### src/rtl/mem_port_arbiter.sv
// Four-port arbiter in front of a synchronous single-port RAM: the CPU has fixed priority,
// ports 1-3 share round-robin, and a starvation override lets a long-waiting port beat the CPU.
module mem_port_arbiter #(
  parameter int STARVE_LIMIT = 8
) (
  input  logic         clk,
  input  logic         reset,
  input  logic [3:0]   req,
  input  logic [3:0]   we,
  input  logic [47:0]  addr,
  input  logic [123:0] wdata,
  output logic [3:0]   gnt,
  output logic [3:0]   rvalid,
  output logic [30:0]  rdata,
  output logic [11:0]  mem_addr,
  output logic         mem_we,
  output logic [30:0]  mem_wdata,
  input  logic [30:0]  mem_rdata,
  output logic         cpu_stall
);

  localparam int CW = $clog2(STARVE_LIMIT + 1);
  localparam logic [CW-1:0] LIMIT = CW'(STARVE_LIMIT);

  logic [1:0]    last;
  logic [CW-1:0] wait_cnt [1:3];
  logic [3:1]    sat;

  // First candidate found when searching from ptr+1, wrapping 3 -> 1.
  function automatic logic [3:0] rr_pick(input logic [3:1] cand, input logic [1:0] ptr);
    logic [3:0] pick;
    logic [1:0] p;
    pick = '0;
    p    = ptr;
    for (int k = 0; k < 3; k++) begin
      p = (p == 2'd3) ? 2'd1 : p + 2'd1;
      if (pick == '0 && cand[p]) pick[p] = 1'b1;
    end
    return pick;
  endfunction

  always_comb begin
    for (int p = 1; p <= 3; p++) sat[p] = req[p] && (wait_cnt[p] == LIMIT);
  end

  // NOTE: every always_comb output gets a default first so no path leaves it unassigned (no latch).
  always_comb begin
    gnt = '0;
    if (!reset) begin
      if (|sat)        gnt = rr_pick(sat, last);
      else if (req[0]) gnt = 4'b0001;
      else             gnt = rr_pick(req[3:1], last);
    end
  end

  always_comb begin
    mem_addr  = '0;
    mem_we    = 1'b0;
    mem_wdata = '0;
    for (int p = 0; p < 4; p++) begin
      if (gnt[p]) begin
        mem_addr  = addr[12*p +: 12];
        mem_we    = we[p];
        mem_wdata = wdata[31*p +: 31];
      end
    end
  end

  assign rdata     = mem_rdata;
  assign cpu_stall = req[0] & ~gnt[0];

  // NOTE: state is updated with non-blocking assignments only; reset here is synchronous.
  always_ff @(posedge clk) begin
    if (reset) begin
      rvalid <= '0;
      last   <= 2'd3;
      for (int p = 1; p <= 3; p++) wait_cnt[p] <= '0;
    end else begin
      rvalid <= gnt & ~we;
      if (|gnt[3:1]) last <= gnt[1] ? 2'd1 : (gnt[2] ? 2'd2 : 2'd3);
      for (int p = 1; p <= 3; p++) begin
        if (!req[p] || gnt[p])       wait_cnt[p] <= '0;
        else if (wait_cnt[p] != LIMIT) wait_cnt[p] <= wait_cnt[p] + 1'b1;
      end
    end
  end

endmodule

### config.mk
export PLATFORM = sky130hd
export DESIGN_NAME = mem_port_arbiter
export DESIGN_NICKNAME = d
export VERILOG_FILES = /design/src/rtl/mem_port_arbiter.sv
export SDC_FILE = /design/constraint.sdc
export NUM_CORES = 1
export LEC_CHECK = 0
export CAP_MARGIN = 5
export CORE_AREA = 2 2 114 116
export CTS_CLUSTER_SIZE = 20
export DETAILED_ROUTE_END_ITERATION = 8
export DIE_AREA = 0 0 116 118
export GPL_TIMING_DRIVEN = 1
export PLACE_DENSITY = 0.74
export SLEW_MARGIN = 5
export SYNTH_ARGS = -nofsm -noshare
export SYNTH_HDL_FRONTEND = slang
export SYNTH_SLANG_ARGS = --single-unit
### constraint.sdc
create_clock -name clk -period 3.9 [get_ports clk]
set_input_delay 0.585 -clock clk [delete_from_list [all_inputs] [get_ports clk]]
set_output_delay 0.585 -clock clk [all_outputs]
set_load 0.01 [all_outputs]
# After elaboration in Yosys (flattened, before gate mapping)

Memories as Yosys holds them, arrays and structs flattened.
Index checks and enable logic that the tools add are counted.
W data, S select, Z words.

Equality and inequality tests: 9
Add/subtract/negate cells: 6
Reductions and logical operators: 22
Mux-type cells: 83
Order comparisons: 6
Bitwise gates (word level): 14

Operators with widths:

| operator              | count |
|---|---|
| $mux W31              | 4 |
| $mux W4               | 25 |
| $mux W12              | 4 |
| $mux W1               | 37 |
| $logic_not A4 Y1      | 4 |
| $or A4 B4 Y4          | 4 |
| $add A4 B1 Y4 const B | 3 |
| $bmux W1 S2           | 6 |
| $eq A4 B4 Y1 const B  | 3 |
| $ne A4 B4 Y1 const B  | 3 |
| $logic_and A1 B1 Y1   | 10 |
| $lt A2 B3 Y1 const B  | 3 |
| $mux W2               | 4 |
| $add A2 B1 Y2 const B | 3 |
| $demux W1 S2          | 3 |
| $eq A2 B2 Y1 const B  | 3 |
| $ge A2 B1 Y1 const B  | 3 |
| $or A1 B1 Y1          | 6 |
| $reduce_or A3 Y1      | 2 |
| $and A4 B4 Y4         | 1 |
| $not A4 Y4            | 1 |
| $logic_not A1 Y1      | 3 |
| $logic_or A1 B1 Y1    | 3 |
| $and A1 B1 Y1         | 1 |
| $not A1 Y1            | 1 |

Bits in registers: 6
Output and inout port bits: 84
Memory bits (writable): 12
Memories: 1

Memory list:

| memory   | depth | bits a word | read ports | clocked after memory_dff | wr ports | RTL line | RTL |
|---|---|---|---|---|---|---|---|
| wait_cnt | 3     | 4           | 3          | 0                        | 3        | 26       | `logic [CW-1:0] wait_cnt [1:3];` |

# Longest topological paths before layout

Gate-level depths: netlist of run 1.

Depth in word-level cells: 28
Depth in mapped cells: 13

# Worst setup path before layout of run 1

Ideal clock, no wire load.

Path kind: reg-to-output
From: reg last[0]
To: out mem_addr[10]
Arrival: 2.442 ns
Setup slack: 0.873 ns
Buffers on the path: 2
Cell stages (with the launch flop): 13
Cells stage by stage: dfxtp_1 inv_1 ha_1 buf_2 or3b_1 o32a_1 a21boi_1 a211o_1 nand2_1 inv_2 buf_4 a221oi_2 o31ai_1

Elaborated cells between the ends (all ways): 71
Classes of those cells: add/sub: 3; order compare: 6; eq/ne: 3; mux: 44; bitwise: 4; reduce/logical: 11

RTL lines:

| item                                                                      | RTL line | RTL |
|---|---|---|
| start: declaration                                                        | 25       | `logic [1:0] last;` |
| start signal: assignment                                                  | 80       | `if (\|gnt[3:1]) last <= gnt[1] ? 2'd1 : (gnt[2] ? 2'd2 : 2'd3);` |
| $add A2 B1 Y2 / $eq A2 B2 Y1 (equally long branches)                      | 36       | `p = (p == 2'd3) ? 2'd1 : p + 2'd1;` |
| $mux W2 *                                                                 | 36       |  |
| $lt A2 B3 Y1 (not written as such) / $ge A2 B1 Y1 (equally long branches) | 37       | `if (pick == '0 && cand[p]) pick[p] = 1'b1;` |
| $logic_and A1 B1 Y1 (not written as such)                                 | 37       |  |
| $mux W1 (not written as such)                                             | 37       |  |
| $demux W1 S2                                                              | 37       |  |
| $mux W4                                                                   | 37       |  |
| $mux W4                                                                   | 51       | `else if (req[0]) gnt = 4'b0001;` |
| (+8 left out)                                                             | n/a      |  |
| $logic_not A4 Y1                                                          | 37       |  |
| $logic_and A1 B1 Y1                                                       | 37       |  |
| $mux W4                                                                   | 37       |  |
| $mux W4                                                                   | 51       |  |
| $mux W4 *                                                                 | 50       | `if (\|sat) gnt = rr_pick(sat, last);` |
| $mux W4 *                                                                 | 49       | `if (!reset) begin` |
| net gnt[2]                                                                | 12       | `output logic [3:0] gnt,` |
| $mux W12 * (2 in series)                                                  | 61       | `if (gnt[p]) begin` |
| end: declaration                                                          | 15       | `output logic [11:0] mem_addr,` |

Mark *: on every way through the listed nets, which the timed path passes. The rest lies on a longest branch. The select of a mux whose other input is x is not followed.

# Worst setup path after layout of run 1

From: reg last[1]
To: out mem_addr[2]

Longest elaborated chain between the ends: 26
Elaborated cells between the ends (all ways): 71
Classes of those cells: add/sub: 3; order compare: 6; eq/ne: 3; mux: 44; bitwise: 4; reduce/logical: 11

RTL lines:

| item                                                                      | RTL line |
|---|---|
| $add A2 B1 Y2 / $eq A2 B2 Y1 (equally long branches)                      | 36 |
| $mux W2 *                                                                 | 36 |
| $lt A2 B3 Y1 (not written as such) / $ge A2 B1 Y1 (equally long branches) | 37 |
| $logic_and A1 B1 Y1 (not written as such)                                 | 37 |
| $mux W1 (not written as such)                                             | 37 |
| $demux W1 S2                                                              | 37 |
| $mux W4                                                                   | 37 |
| $mux W4                                                                   | 51 |
| (+8 left out)                                                             | n/a |
| $logic_not A4 Y1                                                          | 37 |
| $logic_and A1 B1 Y1                                                       | 37 |
| $mux W4                                                                   | 37 |
| $mux W4                                                                   | 51 |
| $mux W4 *                                                                 | 50 |
| $mux W4 *                                                                 | 49 |
| $mux W12 (3 in series)                                                    | 61 |
| $mux W12 *                                                                | 61 |

Every way passes the cells marked *; elsewhere a longest branch is shown, timed or not. The select of a mux whose other input is x is not followed.

==> metrics.txt, run 1 <==
Syn Nets=633; Initial Util=0.2625; crit path cell chain=inv_1, ha_1, or2_2, a21oi_1, nand4_1, a22oi_2, buf_4, buf_12, buf_4, a221oi_2, o31ai_2, clkdlybuf4s15_1; vias=4202; Max Clock Freq=0.2643 GHz; CTS clk-pin slew, worst paths=0.06 ns; PD cells=213.7 mW/mm^2; share of cells above drive strength 1=0.2191; Tcrit/Tclk final=0.9702; Max Cap Viol=0; die width=116 um; Clk Latency, worst-skew pair=0.26 ns; DRT Pass-1 Iters=4; hold crit path type=register to register; # setup viols final=0; post-layout min period=3.784 ns; Critical Path Max Stage Delay=0.41 ns; register area share after synthesis=0.1474; status=finished, final reports clean; Clock Tree Buf Depth=2; Syn. warnings=0; synthesized area per cell=7.950 um^2; Worst Setup Start Kind=register; Post-synth EDFFs=12; CTS H-tree lvls=1; grt ovf=0; area added between synthesis and finish=87.68%; final hold slack=0.5858 ns; reg-to-reg setup timing slack=1.01 ns; CTS tree=yes; num rows=41; WL per Instance=18.31 um; initial antenna violation count=1; Num CTS Buffers=3; hold_buf cts=0; Final HPWL DP=12290 um; Placer Congestion=0.9963; Final Hold Viols=0; most common cell after layout, fill and taps aside=clkdlybuf4s50_1; initial drt markers=218; die height=118 um; Final Power=1.307 mW; gr usage total=0.2128; vias in the first global route=4272; DR DRC count=0; DRT Wirelength=15030 um; worst-path maximum fanout=9; io pins=297; Yosys reg bits=18; Slew @ Worst Pin=0.3819 ns; max-slew violations=0; nets=872; critical path class=register to output pin; most frequent cells in the layout=clkdlybuf4s50_1, nor2_1, nand2_1; Worst EP arrival=3.20 ns; Setup crit end kind=output pin; Die Area=0.01369 mm^2; first-pass GRT wire length=22930 um; worst path required time=3.31 ns; Leak=2.422 nW; VDD IR max=126.6 uV; core area=0.01241 mm^2; # fillers=1191; Crit-path slowest cell=dfxtp_1; Clk Tree Root Cell=clkbuf_16; final clock skew=0.01180 ns; Post-Syn Area=0.003259 mm^2; DRT antenna net count=0; max_slew headroom=0.7454; Buffers on Ports=234; Post-Synthesis Cells=410; clock sinks=18; Post-synth top flop=edfxtp_1; CP most frequent cell=buf_4; largest net degree at the start of global routing=25; Async SR Flop Fraction=0; Synth cell types=52; Avg Vias per Cell=5.118
## what timing repair did
action                                 in CTS  in global routing
buffers inserted                            6                  0
gates cloned                                1                  0
gates resized for setup                    55                 11
pin swaps                                   3                  3
endpoints found under the hold margin       0                  0
setup endpoints to repair                  44                 24
## synthesized netlist by cell type (2+ instances only)
cell | number | area [um^2]
o32a_1 | 2 | 20.02
ha_1 | 10 | 125.1
nand3_1 | 6 | 30.03
o31ai_2 | 17 | 212.7
nand4b_1 | 2 | 17.52
xor2_1 | 3 | 26.28
or3_1 | 4 | 25.02
inv_1 | 14 | 52.55
nor2_1 | 66 | 247.7
nor2b_1 | 7 | 43.79
o211ai_1 | 3 | 22.52
or2_2 | 2 | 12.51
a21oi_1 | 5 | 25.02
o21ai_1 | 2 | 10.01
a221oi_1 | 6 | 52.55
nand2_1 | 58 | 217.7
buf_4 | 39 | 292.8
nand3b_1 | 6 | 45.04
mux2i_1 | 2 | 20.02
buf_6 | 6 | 67.56
o31ai_1 | 30 | 225.2
nor4_1 | 2 | 12.51
and4b_1 | 2 | 20.02
xnor2_1 | 3 | 26.28
o21ai_0 | 4 | 20.02
edfxtp_1 | 12 | 360.4
nand4_1 | 2 | 12.51
a221oi_2 | 38 | 570.6
dfxtp_1 | 6 | 120.1
clkbuf_1 | 6 | 22.52
a211o_1 | 2 | 17.52
a31oi_1 | 4 | 25.02
nand2b_1 | 4 | 25.02
buf_2 | 17 | 85.08
## critical path: cells and delay by family (launching register included)
kind	cells	cell delay [ns]
adder cells (fa/ha/maj)	1	0.29
AO/OA/AOI/OAI	4	0.79
AND/OR/NAND/NOR	2	0.54
flip-flops	1	0.41
buffers and inverters	5	0.90
## registers in the layout, indices dropped and copies added, names as in the netlist
register / cells
wait_cnt: 12
last: 2
rvalid: 4
## stage by stage
stage | utilization | instances | instance area (um^2) | worst slack (ns) | setup TNS (ns)
finish | 0.4927 | 821 | 6117 | 0.1164 | 0
detailed placement | 0.4780 | 809 | 5934 | -0.3588 | -11.38
CTS | 0.4874 | 820 | 6051 | 0.002251 | 0
global placement | 0.4780 | 809 | 5934 | -0.3446 | -10.96
floorplan | - | 410 | 3259 | 0.8731 | 0
global route | 0.4927 | 821 | 6117 | -0.01928 | -0.01928
## cell families after synthesis
family,Yosys count,synth area share
muxes,2,0.006142
and+or+nand+nor,169,0.2388
DFF,18,0.1474
xor gates and xnor gates,6,0.01613
adders and majority gates,10,0.03839
AOI/OAI and AO/OA,122,0.3923
buffers and inverters,83,0.1608
## path summary, 6_finish.rpt
kind                start             end  depth (start not counted)
hold / removal    last[1]         last[1]                          2
setup reg to reg  last[0]  wait_cnt[0][6]                         11
hold reg to reg   last[1]         last[1]                          2
setup / recovery  last[1]     mem_addr[2]                         12
## where the power goes
part,total (mW),internal (mW),switching [mW]
clock,0.235,0.156,0.0787
combinational,0.853,0.485,0.368
sequential,0.219,0.211,0.00841
total,1.31,0.853,0.455
## area by class of cell
| cell class | instances | area, um^2 | area share |
|---|---|---|---|
| tap | 172 | 215.2 | 0.03518 |
| multi-input combinational | 310 | 2359 | 0.3856 |
| inverter | 15 | 58.81 | 0.009613 |
| clock buffer | 4 | 88.84 | 0.01452 |
| sequential | 18 | 481.7 | 0.07875 |
| antenna | 1 | 2.502 | 0.0004091 |
| timing repair buffer | 301 | 2912 | 0.4760 |
## layer usage
layer | GRT usage | routed length [um] | vias to the layer above
met4 | 0.08631 | 586 | 0
li1 | - | - | 1975
met5 | 0 | 0 | -
met3 | 0.03141 | 980 | 47
met2 | 0.3662 | 7523 | 192
met1 | 0.2618 | 5940 | 1988
Power figures use the tool's default switching activity.
==> run 2: changes to the inputs <==
PLACE_DENSITY = 0.7   (was 0.74)
RECOVER_POWER = 25   (was unset)
==> metrics.txt, run 2 (same netlist as run 1, synthesis figures left out) <==
final hold slack=0.5674 ns (was 0.5858 ns); Setup crit end kind=output pin (unchanged); crit path cell chain=clkdlybuf4s50_1, buf_4, nand2b_1, buf_4, nor4_1, o21ai_1, a31oi_2, buf_4, o211a_2, buf_4, nand2_1, o31ai_1, dlygate4sd2_1 (was inv_1, ha_1, or2_2, a21oi_1, nand4_1, a22oi_2, buf_4, buf_12, buf_4, a221oi_2, o31ai_2, clkdlybuf4s15_1); hold crit path type=register to register (unchanged); max-slew violations=0 (unchanged); Critical R2R Capture=wait_cnt[0][13] (was wait_cnt[0][6]); clock sinks=18 (unchanged); most common cell after layout, fill and taps aside=clkdlybuf4s50_1 (unchanged); Clk Latency, worst-skew pair=0.25 ns (was 0.26 ns); worst-path maximum fanout=9 (unchanged); vias in the first global route=4136 (was 4272); biggest regs=wait_cnt x12, rvalid x4, last x2 (unchanged); final clock skew=0.001885 ns (was 0.01180 ns); grt ovf=0 (unchanged); DR DRC count=0 (unchanged); number of buffers and inverters on the critical path=6 (was 5); VDD IR max=127.0 uV (was 126.6 uV); die width=116 um (unchanged); CTS H-tree lvls=1 (unchanged); unrepaired setup endpoints after global routing=false; die height=118 um (unchanged); critical path class=input pin to output pin (was register to output pin); Crit-path slowest cell=clkdlybuf4s50_1 (was dfxtp_1); worst path required time=3.31 ns (about the same); share of cells above drive strength 1=0.2226 (was 0.2191); first-pass GRT wire length=22710 um (was 22930 um); Final Hold Viols=0 (unchanged); end of the worst hold path=last[0] (was last[1]); Slew @ Worst Pin=0.3928 ns (was 0.3819 ns); Clock Tree Buf Depth=2 (unchanged); area added between synthesis and finish=89.48% (was 87.68%); Final Cell Area=0.006176 mm^2 (was 0.006117 mm^2); setup_tns=0 ns (unchanged); num rows=41 (unchanged); io pins=297 (unchanged); Placer Congestion=0.9536 (was 0.9963); # fillers=1202 (was 1191); Final Power=1.305 mW (was 1.307 mW); status=finished, final reports clean (unchanged); initial antenna violation count=0 (was 1); Worst R2R Start=last[1] (was last[0]); # setup viols final=0 (unchanged); most frequent cells in the layout=clkdlybuf4s50_1, nor2_1, nand2_1 (unchanged); CTS tree=yes (unchanged); Worst Setup Start Kind=input pin (was register); Die Area=0.01369 mm^2 (unchanged); DRT Pass-1 Iters=4 (unchanged); top cell family by delay on the critical path=buffers and inverters (unchanged); hold_buf cts=0 (unchanged); gr usage total=0.2093 (was 0.2128); Hold Path Depth=2 (unchanged); CTS clk-pin slew, worst paths=0.05 ns (was 0.06 ns); Num CTS Buffers=3 (unchanged); max_slew headroom=0.7354 (was 0.7454); largest net degree at the start of global routing=27 (was 25); CP Depth=13 (was 12); area post-placement=0.005944 mm^2 (was 0.005934 mm^2); hold wc startpoint=last[0] (was last[1]); Max Cap Viol=0 (unchanged); Max Clock Freq=0.2643 GHz (about the same); Tcrit/Tclk final=0.9703 (was 0.9702); DRT Wirelength=15150 um (was 15030 um); Avg Vias per Cell=5.034 (was 5.118); initial drt markers=242 (was 218); # diodes=0 (was 1); PD cells=211.3 mW/mm^2 (was 213.7 mW/mm^2); WL per Instance=18.50 um (was 18.31 um); Initial Util=0.2625 (unchanged); core area=0.01241 mm^2 (unchanged); reg-to-reg setup timing slack=1.11 ns (was 1.01 ns); Worst EP arrival=3.20 ns (about the same); Final HPWL DP=12030 um (was 12290 um); post-layout min period=3.784 ns (about the same); R2R depth=12 (was 11); Buffers on Ports=234 (unchanged); Most flops, register=wait_cnt (unchanged); Leak=2.555 nW (was 2.422 nW); Clk Tree Root Cell=clkbuf_16 (unchanged); Largest register FFs=12 (unchanged); vias=4123 (was 4202); nets=871 (was 872); CP most frequent cell=buf_4 (unchanged); DRT antenna net count=0 (unchanged); Critical Path Max Stage Delay=0.51 ns (was 0.41 ns)
[run 2: changes by cell type in the layout (fill, tap and decap cells not counted), moves of 2 or more]
cell,previous run,this run
buf_12,9,11
a221oi_4,3,0
a221oi_2,35,39
o31ai_2,17,22
dlygate4sd2_1,44,34
buf_4,56,53
dlymetal6s2s_1,1,11
o31ai_1,30,25
[run 2: repair_timing]
action                     in CTS  in global routing
buffers inserted                2                  4
pin swaps                       2                  3
setup endpoints to repair      44                 13
cloned                          1                  1
gates resized for setup        44                 20
[run 2: power breakdown]
part	internal, mW	switching (mW)	total (mW)	leakage [nW]
sequential	0.211	0.00722	0.218	0.195
combinational	0.489	0.369	0.859	2.32
clock	0.156	0.0722	0.228	0.0442
total	0.856	0.449	1.30	2.55
[run 2: worst max-delay path by stage]
stage                          endpoint     from  slack (ns)
after floorplan            mem_addr[10]  last[0]        0.87
after global placement    mem_wdata[13]   req[3]       -0.26
after detailed placement   mem_wdata[0]   req[2]       -0.21
after CTS                   mem_addr[8]   req[3]       0.001
after global routing       mem_wdata[9]   req[3]       0.003
final                      mem_wdata[6]   req[3]        0.12
[run 2: area by class of cell]
type	count	area [um^2]	area share
inverter	15	58.81	0.009522
sequential	18	480.5	0.07780
clock buffer	4	88.84	0.01438
timing repair buffer	300	2982	0.4828
multi-input combinational	310	2351	0.3807
tap	172	215.2	0.03485
[run 2: metrics by stage]
step,instances,setup slack (ns),utilization
2_1_floorplan,410,0.8731,-
3_3_place_gp,807,-0.2569,0.4788
3_5_place_dp,807,-0.2064,0.4788
4_1_cts,814,0.001025,0.4876
5_1_grt,819,0.002730,0.4975
6_report,819,0.1158,0.4975
[run 2: tightest hold or removal path: cells and delay by family, from the launching register on]
kind	cells	cell delay, ns
and+or+nand+nor	1	0.06
AOI/OAI and AO/OA	1	0.10
DFF	1	0.38
[run 2: routing by layer]
metal	global-route usage	vias to the layer above	wire length, um
met3	0.02266	34	805
met2	0.3607	174	7590
li1	-	1975	-
met4	0.07366	0	481
met1	0.2670	1940	6277
met5	0	-	0
